<file path="src/rtl/demux_1to16_tdm.sv">
// Time-division 1-to-16 demultiplexer: steers a serial bit stream into a 16-bit
// word, aligned to slot 0 by a frame-sync input, and strobes each completed word.
//
// state   | meaning
// IDLE    | waiting for a valid start; other valid bits are dropped
// COLLECT | frame in progress, slot holds the next slot index
module demux_1to16_tdm #(
   parameter bit LSB_FIRST = 1'b1
) (
   input  logic        clk,
   input  logic        rst,
   input  logic        in,
   input  logic        valid,
   input  logic        start,
   output logic [15:0] out,
   output logic        frame_valid,
   output logic        sync_err,
   output logic        busy,
   output logic [3:0]  slot
);

   typedef enum logic {IDLE, COLLECT} state_t;

   state_t      state;
   logic [15:0] sh;
   logic [15:0] sh_slot0;
   logic [15:0] sh_slotk;
   logic [3:0]  pos_0;
   logic [3:0]  pos_k;

   // Shadow contents with the current bit merged, for a slot-0 write and for
   // a write at the current slot; the latter is also the completed word.
   always_comb begin
      pos_0    = LSB_FIRST ? 4'd0 : 4'd15;
      pos_k    = LSB_FIRST ? slot : ~slot;
      sh_slot0 = sh;
      sh_slot0[pos_0] = in;
      sh_slotk = sh;
      sh_slotk[pos_k] = in;
   end

   assign busy = (state == COLLECT);

   always_ff @(posedge clk) begin
      if (rst) begin
         state       <= IDLE;
         sh          <= 16'h0000;
         slot        <= 4'd0;
         out         <= 16'h0000;
         frame_valid <= 1'b0;
         sync_err    <= 1'b0;
      end else begin
         frame_valid <= 1'b0;
         sync_err    <= 1'b0;
         case (state)
            IDLE: begin
               if (valid && start) begin
                  sh    <= sh_slot0;
                  slot  <= 4'd1;
                  state <= COLLECT;
               end
            end
            COLLECT: begin
               if (valid) begin
                  if (start) begin
                     // Resync: partial frame abandoned, this bit becomes slot 0.
                     sh       <= sh_slot0;
                     slot     <= 4'd1;
                     sync_err <= 1'b1;
                  end else begin
                     sh   <= sh_slotk;
                     slot <= slot + 4'd1;
                     if (slot == 4'd15) begin
                        out         <= sh_slotk;
                        frame_valid <= 1'b1;
                        state       <= IDLE;
                     end
                  end
               end
            end
            default: state <= IDLE;
         endcase
      end
   end

endmodule

</file>
<file path="config.mk">
export PLATFORM = sky130hd
export DESIGN_NAME = demux_1to16_tdm
export DESIGN_NICKNAME = d
export VERILOG_FILES = /design/src/rtl/demux_1to16_tdm.sv
export SDC_FILE = /design/constraint.sdc
export NUM_CORES = 1
export LEC_CHECK = 0
export ABC_AREA = 1
export CAP_MARGIN = 20
export CORE_ASPECT_RATIO = 1.4
export CORE_MARGIN = 4
export CORE_UTILIZATION = 60
export CTS_BUF_LIST = sky130_fd_sc_hd__clkbuf_8
export CTS_CLUSTER_SIZE = 24
export DETAILED_ROUTE_END_ITERATION = 6
export PLACE_DENSITY = 0.87
export SYNTH_ARGS = -nofsm -noshare
export SYNTH_HDL_FRONTEND = slang
export SYNTH_SLANG_ARGS = --single-unit
</file>
<file path="constraint.sdc">
create_clock -name clk -period 2.23 [get_ports clk]
set_input_delay 0.3345 -clock clk [delete_from_list [all_inputs] [get_ports clk]]
set_output_delay 0.3345 -clock clk [all_outputs]
set_load 0.02 [all_outputs]
</file>
; Word level (Yosys, flattened, before mapping)
; Index checks and enable logic that the tools add are counted.
[word_totals]
input_bits = 5
out_inout_bits = 23
ff_bits = 39
[classes]
n_reduce_logical = 7
n_bitwise = 3
muxes = 18
n_eq_ne = 4
add_sub_neg = 1
magnitude_cmp = 2
[ops]
columns = cell, count
row1 = 16-bit 2-to-1 mux, 2
row2 = 16-bit case mux with 2 select lines, 1
row3 = 16-bit bitwise mux, 1
row4 = 4-bit 2-to-1 mux, 3
row5 = 1-bit 2-to-1 mux, 8
row6 = 4-bit case mux with 2 select lines, 1
row7 = 2-bit inequality test (second input constant), 3
row8 = 4-bit by 5-bit < comparator with 1-bit output (second input constant), 1
row9 = 4-bit by 1-bit adder with 4-bit output (second input constant), 1
row10 = 1-bit demux with 4-bit select, 1
row11 = 4-bit equality test (second input constant), 1
row12 = 4-bit by 1-bit greater-or-equal comparator with 1-bit output (second input constant), 1
row13 = 4-bit AND reduction, 1
row14 = 4-bit OR reduction, 1
row15 = 1-bit NOT, 3
row16 = 3-bit AND reduction, 1
row17 = 3-bit OR reduction, 1
row18 = 1-bit logical AND, 2
row19 = 1-bit case mux with 2 select lines, 1
row20 = 2-bit AND reduction, 1

; Depth between registers and ports, before layout
[depth]
ltp_word = 8
mapped_depth = 8
mapped_depth_nobuf = 7

; Worst setup path after synthesis
; Ideal clock, no wire load.
[synth_path]
kind = register to register
startpoint = reg slot[0]
endpoint = reg out[3]
arrival_time_ns = 1.393
stages_incl_launch_ff = 8
synth_period_minus_slack_ns = 1.506
path_buffers = 1
setup_slack_ns = 0.724
setup_time_ns = 0.113
required_time_ns = 2.117
path_cell_list = dfxtp_1 > ha_1 > nand3_2 > inv_1 > nand2_4 > buf_6 > nor2_1 > nor2_1
[synth_via]
elab_chain_cells = 5
word_cells_on_any_way = 8
cone_classes = order compare: 2 / eq/ne: 1 / mux: 3 / reduce/logical: 2
[synth_lines]
columns = item, line
row1 = "start, declared", 19  ; output logic [3:0] slot
row2 = "start signal, assigned", 72  ; slot <= slot + 4'd1;
row3 = 4-bit by 5-bit < comparator with 1-bit output (not written as such) / 4-bit by 1-bit greater-or-equal comparator with 1-bit output (equally long branches), 39  ; sh_slotk[pos_k] = in;
row4 = 1-bit logical AND (not written as such), 39
row5 = 1-bit 2-to-1 mux (not written as such), 39
row6 = 1-bit demux with 4-bit select, 39
row7 = 16-bit bitwise mux, 39
row8 = "end signal, assigned", 74  ; out <= sh_slotk;
row9 = "end, declared", 15  ; output logic [15:0] out,
; Several ways; a longest one is shown, not always the timed one.
; A chain may end at the register's enable or synchronous reset.

; Worst setup path in the final report
[layout_path]
startpoint = reg slot[2]
endpoint = out slot[2]
; No word-level cell between the ends.

==> run_summary.xml <==
<?xml version="1.0" encoding="UTF-8"?>
<metrics>
  <group name="clock_tree">
    <metric name="holdBufCountCts" unit="">0</metric>
    <metric name="cts-buffers-inserted" unit="">5</metric>
    <metric name="cts_num_sinks" unit="">38</metric>
    <metric name="cts-resized-gates" unit="">0</metric>
    <metric name="htreeDepth" unit="">2</metric>
    <metric name="clk_pin_slew_worst_paths" unit="ns">0.07</metric>
    <metric name="postCtsSetupBuffers" unit="">0</metric>
    <metric name="max-clock-path-buffers" unit="">2</metric>
    <metric name="clk_latency" unit="ns">0.29</metric>
    <metric name="cts_root_buffer_type" unit="">clkbuf_8</metric>
    <metric name="tritoncts" unit="">yes</metric>
  </group>
  <group name="finish">
    <metric name="layout_common_cells" unit="">nand2_1, dfxtp_1, inv_1, nor2_1, nand3_1</metric>
    <metric name="layout.cells.most_common" unit="">nand2_1</metric>
    <metric name="finalInstanceArea" unit="µm²">2260</metric>
    <metric name="number_of_nets_in_the_final_layout" unit="">311</metric>
    <metric name="area.growth.synth_to_final" unit="%">17.9</metric>
    <metric name="drive_above_1_share" unit="">0.0695</metric>
    <metric name="antenna_diode_count" unit="">0</metric>
  </group>
  <group name="logic_synthesis">
    <metric name="syn_avg_cell_area" unit="µm²">6.86</metric>
    <metric name="synth.net_count" unit="">290</metric>
    <metric name="post_syn_area" unit="µm²">1920</metric>
    <metric name="yosys_warnings" unit="">0</metric>
    <metric name="synth_cell_type_count" unit="">24</metric>
    <metric name="synth_instances" unit="">280</metric>
    <metric name="synth_compound_area_frac" unit="">0.109</metric>
    <metric name="adder_and_majority_cell_fraction_of_the_synthesized_area" unit="">0.0326</metric>
    <metric name="synth-seq-area-share" unit="">0.396</metric>
    <metric name="synth.area.mux_share" unit="">0</metric>
    <metric name="ff_latch_count_synth" unit="">38</metric>
    <metric name="yosys.area_share.xor_xnor" unit="">0.00456</metric>
    <metric name="synth_top_family_by_area" unit="">simple AND/OR/NAND/NOR gates</metric>
    <metric name="post_synth_and_or_nand_nor_area_fraction" unit="">0.332</metric>
  </group>
  <group name="worst_setup_path">
    <metric name="timing.critical_path.to" unit="">slot[2]</metric>
    <metric name="path_cells" unit="">clkdlybuf4s50_1</metric>
    <metric name="ff2ff_path_depth" unit="">5</metric>
    <metric name="worst_ep_required_time" unit="ns">1.90</metric>
    <metric name="worstSetupStartpoint" unit="">slot[2]</metric>
    <metric name="timing_worst_setup_path_type" unit="">reg2out</metric>
    <metric name="worst_path_dominant_cell_family" unit="">buffers and inverters</metric>
    <metric name="critical_path.endpoint_type" unit="">primary output</metric>
    <metric name="slowest_delay" unit="ns">0.68</metric>
    <metric name="timing.rr.end" unit="">out[0]</metric>
    <metric name="timing.critical_path.slowest_stage_cell" unit="">clkdlybuf4s50_1</metric>
    <metric name="timing.critical_path.fanout_max" unit="">9</metric>
    <metric name="ff2ff_setup_slack" unit="ns">0.68</metric>
    <metric name="worstPathArrival" unit="ns">1.53</metric>
    <metric name="worst_setup_path_start_kind" unit="">register</metric>
    <metric name="critical_path_depth" unit="">1</metric>
    <metric name="critical_path_buf_inv_count" unit="">1</metric>
    <metric name="reg2reg_from" unit="">slot[2]</metric>
  </group>
  <group name="power">
    <metric name="vdd_ir_drop_max" unit="mV">0.434</metric>
    <metric name="leakagePower" unit="nW">1.09</metric>
    <metric name="cellPowerDensity" unit="nW/µm²">573</metric>
  </group>
  <group name="routing">
    <metric name="route.detailed.wl_per_inst" unit="µm">11.8</metric>
    <metric name="totalWireLength" unit="µm">4020</metric>
    <metric name="vias" unit="">1736</metric>
    <metric name="routed_via_density" unit="">5.09</metric>
    <metric name="drt-pass1-iter-count" unit="">4</metric>
    <metric name="route.detailed.drc" unit="">0</metric>
    <metric name="postRouteAntennaNets" unit="">0</metric>
    <metric name="detailedRoute.firstIterationViolations" unit="">51</metric>
  </group>
  <group name="worst_hold_path">
    <metric name="hold_path.class" unit="">reg2reg</metric>
  </group>
  <group name="floorplan">
    <metric name="top_level_ports" unit="">28</metric>
    <metric name="rows" unit="">24</metric>
    <metric name="core_box_area" unit="µm²">3090</metric>
    <metric name="initial_core_util" unit="">0.621</metric>
    <metric name="fp.dieH" unit="µm">74.9</metric>
    <metric name="design.die.area" unit="µm²">4180</metric>
    <metric name="dieWidth" unit="µm">55.8</metric>
  </group>
  <group name="job">
    <metric name="maxCapViolations" unit="">0</metric>
  </group>
  <group name="sta">
    <metric name="min_period_over_period" unit="">0.834</metric>
    <metric name="finalCriticalPeriod" unit="ns">1.86</metric>
    <metric name="report.final.setup_viol" unit="">0</metric>
    <metric name="tns" unit="ns">0</metric>
    <metric name="max_slew.worst_pin.slew" unit="ns">0.570</metric>
    <metric name="fmax" unit="MHz">537</metric>
    <metric name="max-slew-margin-rel" unit="">0.619</metric>
    <metric name="rsz_0062_raised_after_global_routing" unit="">no</metric>
    <metric name="timing.final.max_slew_violations" unit="">0</metric>
    <metric name="timing_hold_violations_final" unit="">0</metric>
    <metric name="clock_skew" unit="ns">0.00401</metric>
  </group>
  <group name="place">
    <metric name="postPlaceCellArea" unit="µm²">2170</metric>
    <metric name="buffer_ports.inserted" unit="">27</metric>
    <metric name="detailedPlacementHpwl" unit="µm">2890</metric>
    <metric name="place.gp.congestion" unit="">0.841</metric>
  </group>
  <group name="grt">
    <metric name="grt_pass1_wl" unit="µm">7030</metric>
    <metric name="first_global_vias" unit="">1689</metric>
    <metric name="total_grt_overflow" unit="">0</metric>
    <metric name="number_of_antenna_violations_at_the_first_check_in_global_routing" unit="">0</metric>
    <metric name="grt_use_total" unit="">0.212</metric>
    <metric name="grt_max_degree" unit="">23</metric>
  </group>
  <group name="run_status">
    <metric name="result_of_the_run" unit="">completed</metric>
  </group>
</metrics>
## through the flow
stage	utilization	hold WS, ns	total power, mW	setup slack, ns	cells
floorplan	-	0.494	0.797	0.724	280
detailed placement	0.702	0.484	0.829	0.366	333
global route	0.732	0.530	1.35	0.320	341
CTS	0.732	0.498	1.31	0.375	341
global placement	0.702	0.462	0.826	0.429	333
finish	0.732	0.495	1.30	0.369	341
## cell type report
type	instances	area, µm²
inverters	38	143
repair buffers	31	300
clock inverters	2	8.76
clock buffers	6	82.6
flip-flops and latches	38	761
well taps	39	48.8
multi-input cells	187	920
fillers	268	830
## report_power, final
part | internal (mW) | switching (mW)
combinational | 0.0400 | 0.0705
clock | 0.245 | 0.237
sequential | 0.692 | 0.0118
## worst min path at each step
stage	start	to	slack [ns]	cells after the start
3_5_place_dp	out[4]	out[4]	0.48	2
5_1_grt	out[15]	out[15]	0.53	2
3_3_place_gp	out[0]	out[0]	0.46	2
2_1_floorplan	sh[1]	sh[1]	0.49	2
6_report	out[0]	out[0]	0.49	2
4_1_cts	out[15]	out[15]	0.50	2
## state kept, by name, indices dropped and copies added (netlist names)
| register | flops |
|---|---|
| sync_err | 1 |
| sh | 15 |
| frame_valid | 1 |
| out | 16 |
| busy | 1 |
| slot | 4 |
## kinds of logic (layout without fill, tap and decap cells)
family                     after synthesis  after routing
AOI/OAI and AO/OA                       42             42
xor gates and xnor gates                 1              1
adders and majority gates                5              5
buffers and inverters                   55             77
DFF                                     38             38
and+or+nand+nor                        139            139
## synth_stat cells (all sizes together)
cell	number	area (µm²)
nand4	4	25.0
inv	38	143
nand2	58	228
dfxtp	38	761
xor2	1	8.76
nor2	41	188
clkbuf	7	26.3
a21oi	17	85.1
nor3	2	10.0
buf	10	71.3
o21ai	25	125
nand3	34	188
ha	5	62.6
## routing by layer
layer,global-route usage,share of wire
met3,0.0515,0.053
met1,0.253,0.45
met2,0.354,0.48
met4,0.116,0.019
met5,0,0
No activity file was read; power rests on OpenSTA's default activity.
